==> src/rtl/ram_arb_pkg.sv <==
// ram_arb_pkg: types and constants shared by the data RAM arbiter and the core.
//   owner_e     - identifies which requester owns the RAM port
//   RAM_ADDR_W  - data RAM address width (128 words)
//   RAM_DATA_W  - data RAM word width
//   CNT_W       - width of the burst counter
//   sat_inc()   - increment that saturates at a limit
package ram_arb_pkg;

  typedef enum logic {
    OWN_CPU = 1'b0,
    OWN_DBG = 1'b1
  } owner_e;

  localparam int RAM_ADDR_W = 7;
  localparam int RAM_DATA_W = 8;
  localparam int CNT_W      = 4;

  // Increment v by one but never beyond lim.
  function automatic logic [CNT_W-1:0] sat_inc(input logic [CNT_W-1:0] v,
                                               input logic [CNT_W-1:0] lim);
    logic [CNT_W-1:0] r;
    if (v >= lim) begin
      r = lim;
    end else begin
      r = v + 4'd1;
    end
    return r;
  endfunction

endpackage

==> src/rtl/data_ram_arbiter_if.sv <==
// data_ram_arbiter_if: one requester's access channel to the shared data RAM.
//   req/we/addr/wdata - request driven by the requester (master)
//   gnt               - access accepted this cycle (combinational)
//   rvalid/rdata      - read return, exactly one cycle after a granted read
interface data_ram_arbiter_if #(
  parameter int ADDR_W = 7,
  parameter int DATA_W = 8
);

  logic              req;
  logic              we;
  logic [ADDR_W-1:0] addr;
  logic [DATA_W-1:0] wdata;
  logic              gnt;
  logic              rvalid;
  logic [DATA_W-1:0] rdata;

  modport master (
    output req, we, addr, wdata,
    input  gnt, rvalid, rdata
  );

  modport slave (
    input  req, we, addr, wdata,
    output gnt, rvalid, rdata
  );

endinterface

==> src/rtl/data_ram_arbiter.sv <==
// data_ram_arbiter: shares the single-port data RAM between the CPU execute
// stage and the debug/DMA port. Sticky grant with a burst limit; read data is
// routed back to whichever requester issued the read one cycle earlier.
//   clk, rst    - clock, synchronous active-high reset
//   cpu_if      - CPU request channel (slave side)
//   dbg_if      - debug/DMA request channel (slave side)
//   ram_addr_o  - RAM address
//   ram_data_o  - RAM write data
//   ram_en_o    - RAM write enable
//   ram_q_i     - RAM registered read data
module data_ram_arbiter
  import ram_arb_pkg::*;
#(
  parameter int ADDR_W    = RAM_ADDR_W,
  parameter int DATA_W    = RAM_DATA_W,
  parameter int MAX_BURST = 4
) (
  input  logic              clk,
  input  logic              rst,
  data_ram_arbiter_if.slave cpu_if,
  data_ram_arbiter_if.slave dbg_if,
  output logic [ADDR_W-1:0] ram_addr_o,
  output logic [DATA_W-1:0] ram_data_o,
  output logic              ram_en_o,
  input  logic [DATA_W-1:0] ram_q_i
);

  localparam logic [CNT_W-1:0] MAX_BURST_C = CNT_W'(MAX_BURST);

  owner_e           last_q, last_d;
  logic [CNT_W-1:0] cnt_q, cnt_d;
  logic             rp_cpu_q, rp_cpu_d;
  logic             rp_dbg_q, rp_dbg_d;

  logic             cpu_gnt;
  logic             dbg_gnt;
  owner_e           winner;

  // Arbiter state and read-pending flags.
  always_ff @(posedge clk) begin
    if (rst) begin
      last_q   <= OWN_CPU;
      cnt_q    <= 4'd0;
      rp_cpu_q <= 1'b0;
      rp_dbg_q <= 1'b0;
    end else begin
      last_q   <= last_d;
      cnt_q    <= cnt_d;
      rp_cpu_q <= rp_cpu_d;
      rp_dbg_q <= rp_dbg_d;
    end
  end

  // Grant decision, RAM port muxing and next arbiter state.
  always_comb begin
    cpu_gnt    = 1'b0;
    dbg_gnt    = 1'b0;
    winner     = last_q;
    ram_addr_o = {ADDR_W{1'b0}};
    ram_data_o = {DATA_W{1'b0}};
    ram_en_o   = 1'b0;
    last_d     = last_q;
    cnt_d      = cnt_q;

    if (cpu_if.req && dbg_if.req) begin
      // Stay with the current owner until it has used its burst allowance.
      if (cnt_q < MAX_BURST_C) begin
        winner = last_q;
      end else begin
        winner = (last_q == OWN_CPU) ? OWN_DBG : OWN_CPU;
      end
      cpu_gnt = (winner == OWN_CPU);
      dbg_gnt = (winner == OWN_DBG);
    end else if (cpu_if.req) begin
      cpu_gnt = 1'b1;
    end else if (dbg_if.req) begin
      dbg_gnt = 1'b1;
    end else begin
      cpu_gnt = 1'b0;
      dbg_gnt = 1'b0;
    end

    if (cpu_gnt) begin
      ram_addr_o = cpu_if.addr;
      ram_data_o = cpu_if.wdata;
      ram_en_o   = cpu_if.we;
    end else if (dbg_gnt) begin
      ram_addr_o = dbg_if.addr;
      ram_data_o = dbg_if.wdata;
      ram_en_o   = dbg_if.we;
    end else begin
      ram_addr_o = {ADDR_W{1'b0}};
      ram_data_o = {DATA_W{1'b0}};
      ram_en_o   = 1'b0;
    end

    if (cpu_gnt || dbg_gnt) begin
      if ((cpu_gnt ? OWN_CPU : OWN_DBG) == last_q) begin
        cnt_d = sat_inc(cnt_q, MAX_BURST_C);
      end else begin
        last_d = cpu_gnt ? OWN_CPU : OWN_DBG;
        cnt_d  = 4'd1;
      end
    end else begin
      // An idle cycle ends the burst; ownership is remembered.
      cnt_d = 4'd0;
    end

    rp_cpu_d = cpu_gnt && !cpu_if.we;
    rp_dbg_d = dbg_gnt && !dbg_if.we;
  end

  assign cpu_if.gnt    = cpu_gnt;
  assign dbg_if.gnt    = dbg_gnt;
  assign cpu_if.rvalid = rp_cpu_q;
  assign dbg_if.rvalid = rp_dbg_q;
  // Read data is gated so an idle port never sees the other port's data.
  assign cpu_if.rdata  = rp_cpu_q ? ram_q_i : {DATA_W{1'b0}};
  assign dbg_if.rdata  = rp_dbg_q ? ram_q_i : {DATA_W{1'b0}};

endmodule

==> src/flat_wrapper.sv <==
// flat-port wrapper written by rule: the top's interface ports become plain ports
module data_ram_arbiter_flat import ram_arb_pkg::*;
#(
  parameter int ADDR_W    = RAM_ADDR_W,
  parameter int DATA_W    = RAM_DATA_W,
  parameter int MAX_BURST = 4
)
  (clk, rst, ram_addr_o, ram_data_o, ram_en_o, ram_q_i, cpu_if_req, cpu_if_we, cpu_if_addr, cpu_if_wdata, cpu_if_gnt, cpu_if_rvalid, cpu_if_rdata, dbg_if_req, dbg_if_we, dbg_if_addr, dbg_if_wdata, dbg_if_gnt, dbg_if_rvalid, dbg_if_rdata);
  data_ram_arbiter_if #(.ADDR_W(ADDR_W), .DATA_W(DATA_W)) cpu_if_i ();
  data_ram_arbiter_if #(.ADDR_W(ADDR_W), .DATA_W(DATA_W)) dbg_if_i ();
  input  logic clk;
  input  logic rst;
  output logic [ADDR_W-1:0] ram_addr_o;
  output logic [DATA_W-1:0] ram_data_o;
  output logic ram_en_o;
  input  logic [DATA_W-1:0] ram_q_i;
  input wire logic [$bits(cpu_if_i.req)-1:0] cpu_if_req;
  input wire logic [$bits(cpu_if_i.we)-1:0] cpu_if_we;
  input wire logic [$bits(cpu_if_i.addr)-1:0] cpu_if_addr;
  input wire logic [$bits(cpu_if_i.wdata)-1:0] cpu_if_wdata;
  output wire logic [$bits(cpu_if_i.gnt)-1:0] cpu_if_gnt;
  output wire logic [$bits(cpu_if_i.rvalid)-1:0] cpu_if_rvalid;
  output wire logic [$bits(cpu_if_i.rdata)-1:0] cpu_if_rdata;
  input wire logic [$bits(dbg_if_i.req)-1:0] dbg_if_req;
  input wire logic [$bits(dbg_if_i.we)-1:0] dbg_if_we;
  input wire logic [$bits(dbg_if_i.addr)-1:0] dbg_if_addr;
  input wire logic [$bits(dbg_if_i.wdata)-1:0] dbg_if_wdata;
  output wire logic [$bits(dbg_if_i.gnt)-1:0] dbg_if_gnt;
  output wire logic [$bits(dbg_if_i.rvalid)-1:0] dbg_if_rvalid;
  output wire logic [$bits(dbg_if_i.rdata)-1:0] dbg_if_rdata;
  assign cpu_if_i.req = cpu_if_req;
  assign cpu_if_i.we = cpu_if_we;
  assign cpu_if_i.addr = cpu_if_addr;
  assign cpu_if_i.wdata = cpu_if_wdata;
  assign cpu_if_gnt = cpu_if_i.gnt;
  assign cpu_if_rvalid = cpu_if_i.rvalid;
  assign cpu_if_rdata = cpu_if_i.rdata;
  assign dbg_if_i.req = dbg_if_req;
  assign dbg_if_i.we = dbg_if_we;
  assign dbg_if_i.addr = dbg_if_addr;
  assign dbg_if_i.wdata = dbg_if_wdata;
  assign dbg_if_gnt = dbg_if_i.gnt;
  assign dbg_if_rvalid = dbg_if_i.rvalid;
  assign dbg_if_rdata = dbg_if_i.rdata;
  data_ram_arbiter #(.ADDR_W(ADDR_W), .DATA_W(DATA_W), .MAX_BURST(MAX_BURST)) u_core (.clk(clk), .rst(rst), .cpu_if(cpu_if_i), .dbg_if(dbg_if_i), .ram_addr_o(ram_addr_o), .ram_data_o(ram_data_o), .ram_en_o(ram_en_o), .ram_q_i(ram_q_i));
endmodule
==> config.mk <==
export PLATFORM = sky130hd
export DESIGN_NAME = data_ram_arbiter_flat
export DESIGN_NICKNAME = d
export VERILOG_FILES = /design/src/rtl/ram_arb_pkg.sv /design/src/rtl/data_ram_arbiter_if.sv /design/src/rtl/data_ram_arbiter.sv /design/src/flat_wrapper.sv
export SDC_FILE = /design/constraint.sdc
export NUM_CORES = 1
export LEC_CHECK = 0
export ABC_AREA = 1
export CORE_UTILIZATION = 29
export CTS_CLUSTER_DIAMETER = 80
export DETAILED_ROUTE_END_ITERATION = 6
export PLACE_DENSITY = 0.86
export SYNTH_ARGS = -nofsm -noshare
export SYNTH_HDL_FRONTEND = slang
export SYNTH_SLANG_ARGS = --single-unit
==> constraint.sdc <==
create_clock -name clk -period 2.46 [get_ports clk]
set_input_delay 0.492 -clock clk [delete_from_list [all_inputs] [get_ports clk]]
set_output_delay 0.492 -clock clk [all_outputs]
set_load 0.01 [all_outputs]
Word-level counts from Yosys, hierarchy flattened
Index checks and enable logic that the tools add are counted.
Widths: inputs -> output; s select.

cells by class
  add/subtract/negate cells = 1
  order comparisons = 2
  eq/ne operators = 1
  mux-type cells = 19
  bitwise operators = 3
  reductions and logical operators = 10

operator list
  kind                 count
  $mux 8               4
  $mux 7               2
  $mux 1               12
  $add 4x1->4 const B  1
  $ge 4x3->1 const B   1
  $lt 4x3->1 const B   1
  $reduce_or 4->1      1
  $logic_and 1x1->1    3
  $mux 3               1
  $not 1->1            3
  $reduce_or 3->1      1
  $logic_not 1->1      2
  $reduce_and 2->1     1
  $reduce_or 2->1      1
  $eq 1x1->1           1
  $logic_or 1x1->1     1

word-level totals
  register bits = 7
  input port bits = 44
  output and inout port bits = 36

Longest topological paths before layout
  depth after elaboration = 9
  gate-level depth with buffers = 9

Least setup slack after synthesis
No wires, ideal clock.

  kind = input port to output port
  start = in dbg_if_req
  end = out ram_addr_o[5]
  data arrival time = 1.043 ns
  data required time = 1.968 ns
  path slack = 0.925 ns
  cell stages on the path = 6
  buffers on the path = 1
  cells stage by stage = inv_1 -> nand2_1 -> nand2_4 -> buf_8 -> nand2_1 -> nand2_1

between the ends
  elaborated cells between the ends (all ways) = 7
  classes of those cells = mux: 6; reduce/logical: 1

RTL lines
  item                  line                    source
  start, declared       flat_wrapper.sv:24      input wire logic [$bits(dbg_if_i.req)-1:0] dbg_if_req;
  $logic_and 1x1->1     data_ram_arbiter.sv:65  if (cpu_if.req && dbg_if.req) begin
  $mux 1                data_ram_arbiter.sv:65
  named net cpu_if_gnt  flat_wrapper.sv:21      output wire logic [$bits(cpu_if_i.gnt)-1:0] cpu_if_gnt;
  $mux 7                data_ram_arbiter.sv:83  if (cpu_gnt) begin
  end, declared         flat_wrapper.sv:13      output logic [ADDR_W-1:0] ram_addr_o;

The timed path passes the listed nets, and every way through them passes these cells.

Final worst setup path
  start = in dbg_if_req
  end = out cpu_if_gnt

between the ends
  word-level cells in the longest chain between the ends = 2

RTL lines
  item               line
  $logic_and 1x1->1  data_ram_arbiter.sv:65
  $mux 1             data_ram_arbiter.sv:65
  end, declared      flat_wrapper.sv:21

No other way between the ends.

==> results.rst <==
.. list-table::
   :header-rows: 1

   * - Metric
     - Value
   * - Result of the run
     - finished clean
   * - TritonCTS clock tree
     - yes
   * - Synthesis warning total
     - 0
   * - Final Hold Viols
     - 0
   * - Power density over the cells
     - 309.3 nW/um^2
   * - Largest net degree at the start of global routing
     - 18
   * - I/O pin count
     - 80
   * - Clock buffers created by TritonCTS
     - 3
   * - Number of design rule violations left after detail routing
     - 0
   * - Number of routed nets with antenna violations
     - 0
   * - Site row count
     - 17
   * - H-tree depth reported by CTS
     - 1
   * - Root buffer selected by CTS
     - sky130_fd_sc_hd__clkbuf_4
   * - Req. time, crit path
     - between 1500 and 2000 ps
   * - Maximum clock rate
     - 0.4151 GHz
   * - Antenna diode count
     - 0
   * - Number of hold-repair buffers added at the cts stage
     - 0
   * - Unrepaired setup endpoints after global routing
     - yes
   * - Leakage component of the power
     - between 0.9 and 1 nW
   * - Count of unique library cells instantiated by Yosys
     - 20
   * - Clock transition at the registers of the reported paths
     - about 50 ps
   * - Startpoint type of the worst setup path
     - input port
   * - Fraction of layout cells with a size suffix above 1
     - roughly an eighth
   * - Area Overhead vs Synth
     - 134.5%
   * - Port Buf Inserts
     - 79
   * - Cell count after synthesis
     - 121
   * - Most common library cell in the layout ignoring fill and taps
     - sky130_fd_sc_hd__clkdlybuf4s50_1
   * - Tmin final
     - 2409 ps
   * - Wire length of the first global-routing pass
     - between 3 and 4 mm
   * - Standard cell core area
     - ~2200 sq um
   * - Number of synthesized register bits
     - 7
   * - Number of clock sinks
     - 7
   * - Via count of the first global-routing pass
     - 970
   * - Count of final max-slew check failures
     - 0
   * - Final net count
     - about 250
   * - Cell Count, Final, Fillers Out
     - 235
   * - Length of the first detailed-routing pass in iterations
     - 4
   * - Maximum buffer depth of the clock tree
     - 2
   * - Die X
     - between 50 and 60 microns
   * - Part of the Yosys area used for sequential elements
     - 20.55%
   * - Max-capacitance violation count
     - 0
   * - Overall overflow remaining after global route
     - 0
   * - Post-route cell area
     - 1599 sq um
   * - Number of vias per cell after detailed routing
     - about 4.4
   * - Final HPWL DP
     - around 1.9 mm
   * - Tot GR Track Use
     - roughly a fifth
   * - Initial antenna violation count
     - 0
   * - Worst reg-to-reg setup slack
     - roughly 1100 ps
   * - Area of the mapped netlist
     - just under 700 sq um
   * - Mapped Nets
     - 166
   * - Initial core utilization
     - between 30% and 40%
   * - Clk_skew
     - around 2.7 ps
   * - Class of the most critical hold timing path
     - flip-flop to flip-flop
   * - Aggregate routed wire length
     - 2.505 mm
   * - Commonest cells after routing, fill and taps aside
     - sky130_fd_sc_hd__clkdlybuf4s50_1 (66), sky130_fd_sc_hd__nand2_1 (63), sky130_fd_sc_hd__inv_1 (20), sky130_fd_sc_hd__dlymetal6s2s_1 (11), sky130_fd_sc_hd__dfxtp_1 (7)
   * - Number of design-rule violations left by the first detailed-router iteration
     - 12
   * - CP Data Arrival Time
     - between 1500 and 2000 ps
   * - Highest ir drop seen on vdd
     - 0.0002194 V
   * - Final routed wire length divided by cell count
     - between 10 and 15 microns
   * - Classification of the worst setup path
     - input port to output pin
   * - Placement-stage cell area
     - roughly 1500 sq um
   * - Mean instance size in the synthesized netlist
     - around 5.6 sq um
   * - Clock latency on the worst-skew pair
     - 250 ps
   * - DIE AREA
     - about 2500 sq um
   * - Number of endpoints failing setup at the final stage
     - 0
   * - Worst-path maximum fanout
     - 8
   * - Final estimated routing congestion in global placement
     - roughly 0.69
   * - Vert. Die Dim
     - 50.49 microns
   * - Total placed cells including tap cells
     - about 230
   * - Total vias in the final route
     - just over 1000
   * - Type of destination of the critical path
     - output pin
   * - Fraction of the cycle the final worst path needs
     - between 90% and 100%
## per-stage QoR
step | setup slack, ps | total power (W) | setup TNS (ps) | hold WS (ps) | util (%)
final | 51.21 | 0.0004946 | 0 | 540.0 | 72.29
after global routing | -41.24 | 0.0005272 | -112.4 | 573.9 | 72.29
after floorplan | 924.7 | 0.0002281 | 0 | 494.5 | -
after detailed placement | -149.0 | 0.0003834 | -2186 | 537.2 | 67.14
after CTS | 1.732 | 0.0004902 | 0 | 544.7 | 68.95
after global placement | -78.55 | 0.0003759 | -1059 | 507.2 | 67.14
## state kept, by name (all words and copies together) (netlist names)
signal and cells:
u_core.cnt_q 4, u_core.cpu_if.rvalid 1, u_core.dbg_if.rvalid 1, u_core.last_q 1
## cell families after synthesis
family / share of synthesized area [%]
other cells: 0.5499
fa+ha+maj: 1.835
flops: 20.55
buf+inv: 17.98
simple gates: 55.41
compound gates: 3.669
## layout make-up
cell class,instances,area (sq um)
Timing Repair Buffer,84,853.3
Tap cell,28,35.03
Clock buffer,4,26.28
Fill cell,179,613.1
Multi-Input combinational cell,90,449.2
Sequential cell,7,140.1
Inverter,22,95.09
## worst paths after layout
kind / depth (start not counted) / from / to
min reg2reg: 3 / u_core.cnt_q[2] / u_core.cnt_q[1]
max: 6 / dbg_if_req / cpu_if_gnt
min: 3 / u_core.cnt_q[2] / u_core.cnt_q[1]
max reg2reg: 7 / u_core.cnt_q[3] / u_core.cpu_if.rvalid
## what timing repair did
item	in CTS	in global routing
gates resized for setup	5	15
gates cloned	1	1
buffers inserted	0	3
pin swaps	1	2
endpoints found under the setup margin	17	15
## power by group
group / switching (W) / total, W / internal (W) / leakage [nW]
logic: 0.000110 / 0.000265 / 0.000155 / 0.879
registers: 0.00000715 / 0.000127 / 0.000120 / 0.0577
clock network: 0.0000407 / 0.000102 / 0.0000618 / 0.0150
## critical path, cell delays in order
cell	delay, ps
sky130_fd_sc_hd__clkdlybuf4s50_1	410
sky130_fd_sc_hd__inv_1	120
sky130_fd_sc_hd__nand2_4	100
sky130_fd_sc_hd__nand2_4	140
sky130_fd_sc_hd__buf_4	120
sky130_fd_sc_hd__clkdlybuf4s50_1	530
## routing by layer
metal / global-route usage [%] / up-vias / part of all wire [%]
met3: 4.848 / 6 / 9.3
met4: 9.259 / 0 / 2.3
met2: 36.89 / 69 / 52
li1: - / 522 / -
met5: 0 / - / 0
met1: 19.27 / 433 / 37
## cells in the mapped netlist (all sizes together)
| library cell | count | area [sq um] |
|---|---|---|
| inv | 22 | 85.08 |
| dfxtp | 7 | 140.1 |
| clkbuf | 2 | 7.510 |
| nor3 | 2 | 15.01 |
| nand2 | 72 | 305.3 |
| nor3b | 1 | 7.510 |
| nor2 | 5 | 26.27 |
| ha | 1 | 12.51 |
| a21oi | 2 | 10.01 |
| conb | 1 | 3.750 |
| o211ai | 2 | 15.01 |
| or2 | 1 | 6.260 |
| nand3 | 1 | 17.52 |
| buf | 2 | 30.03 |
Power figures use the tool's default switching activity.
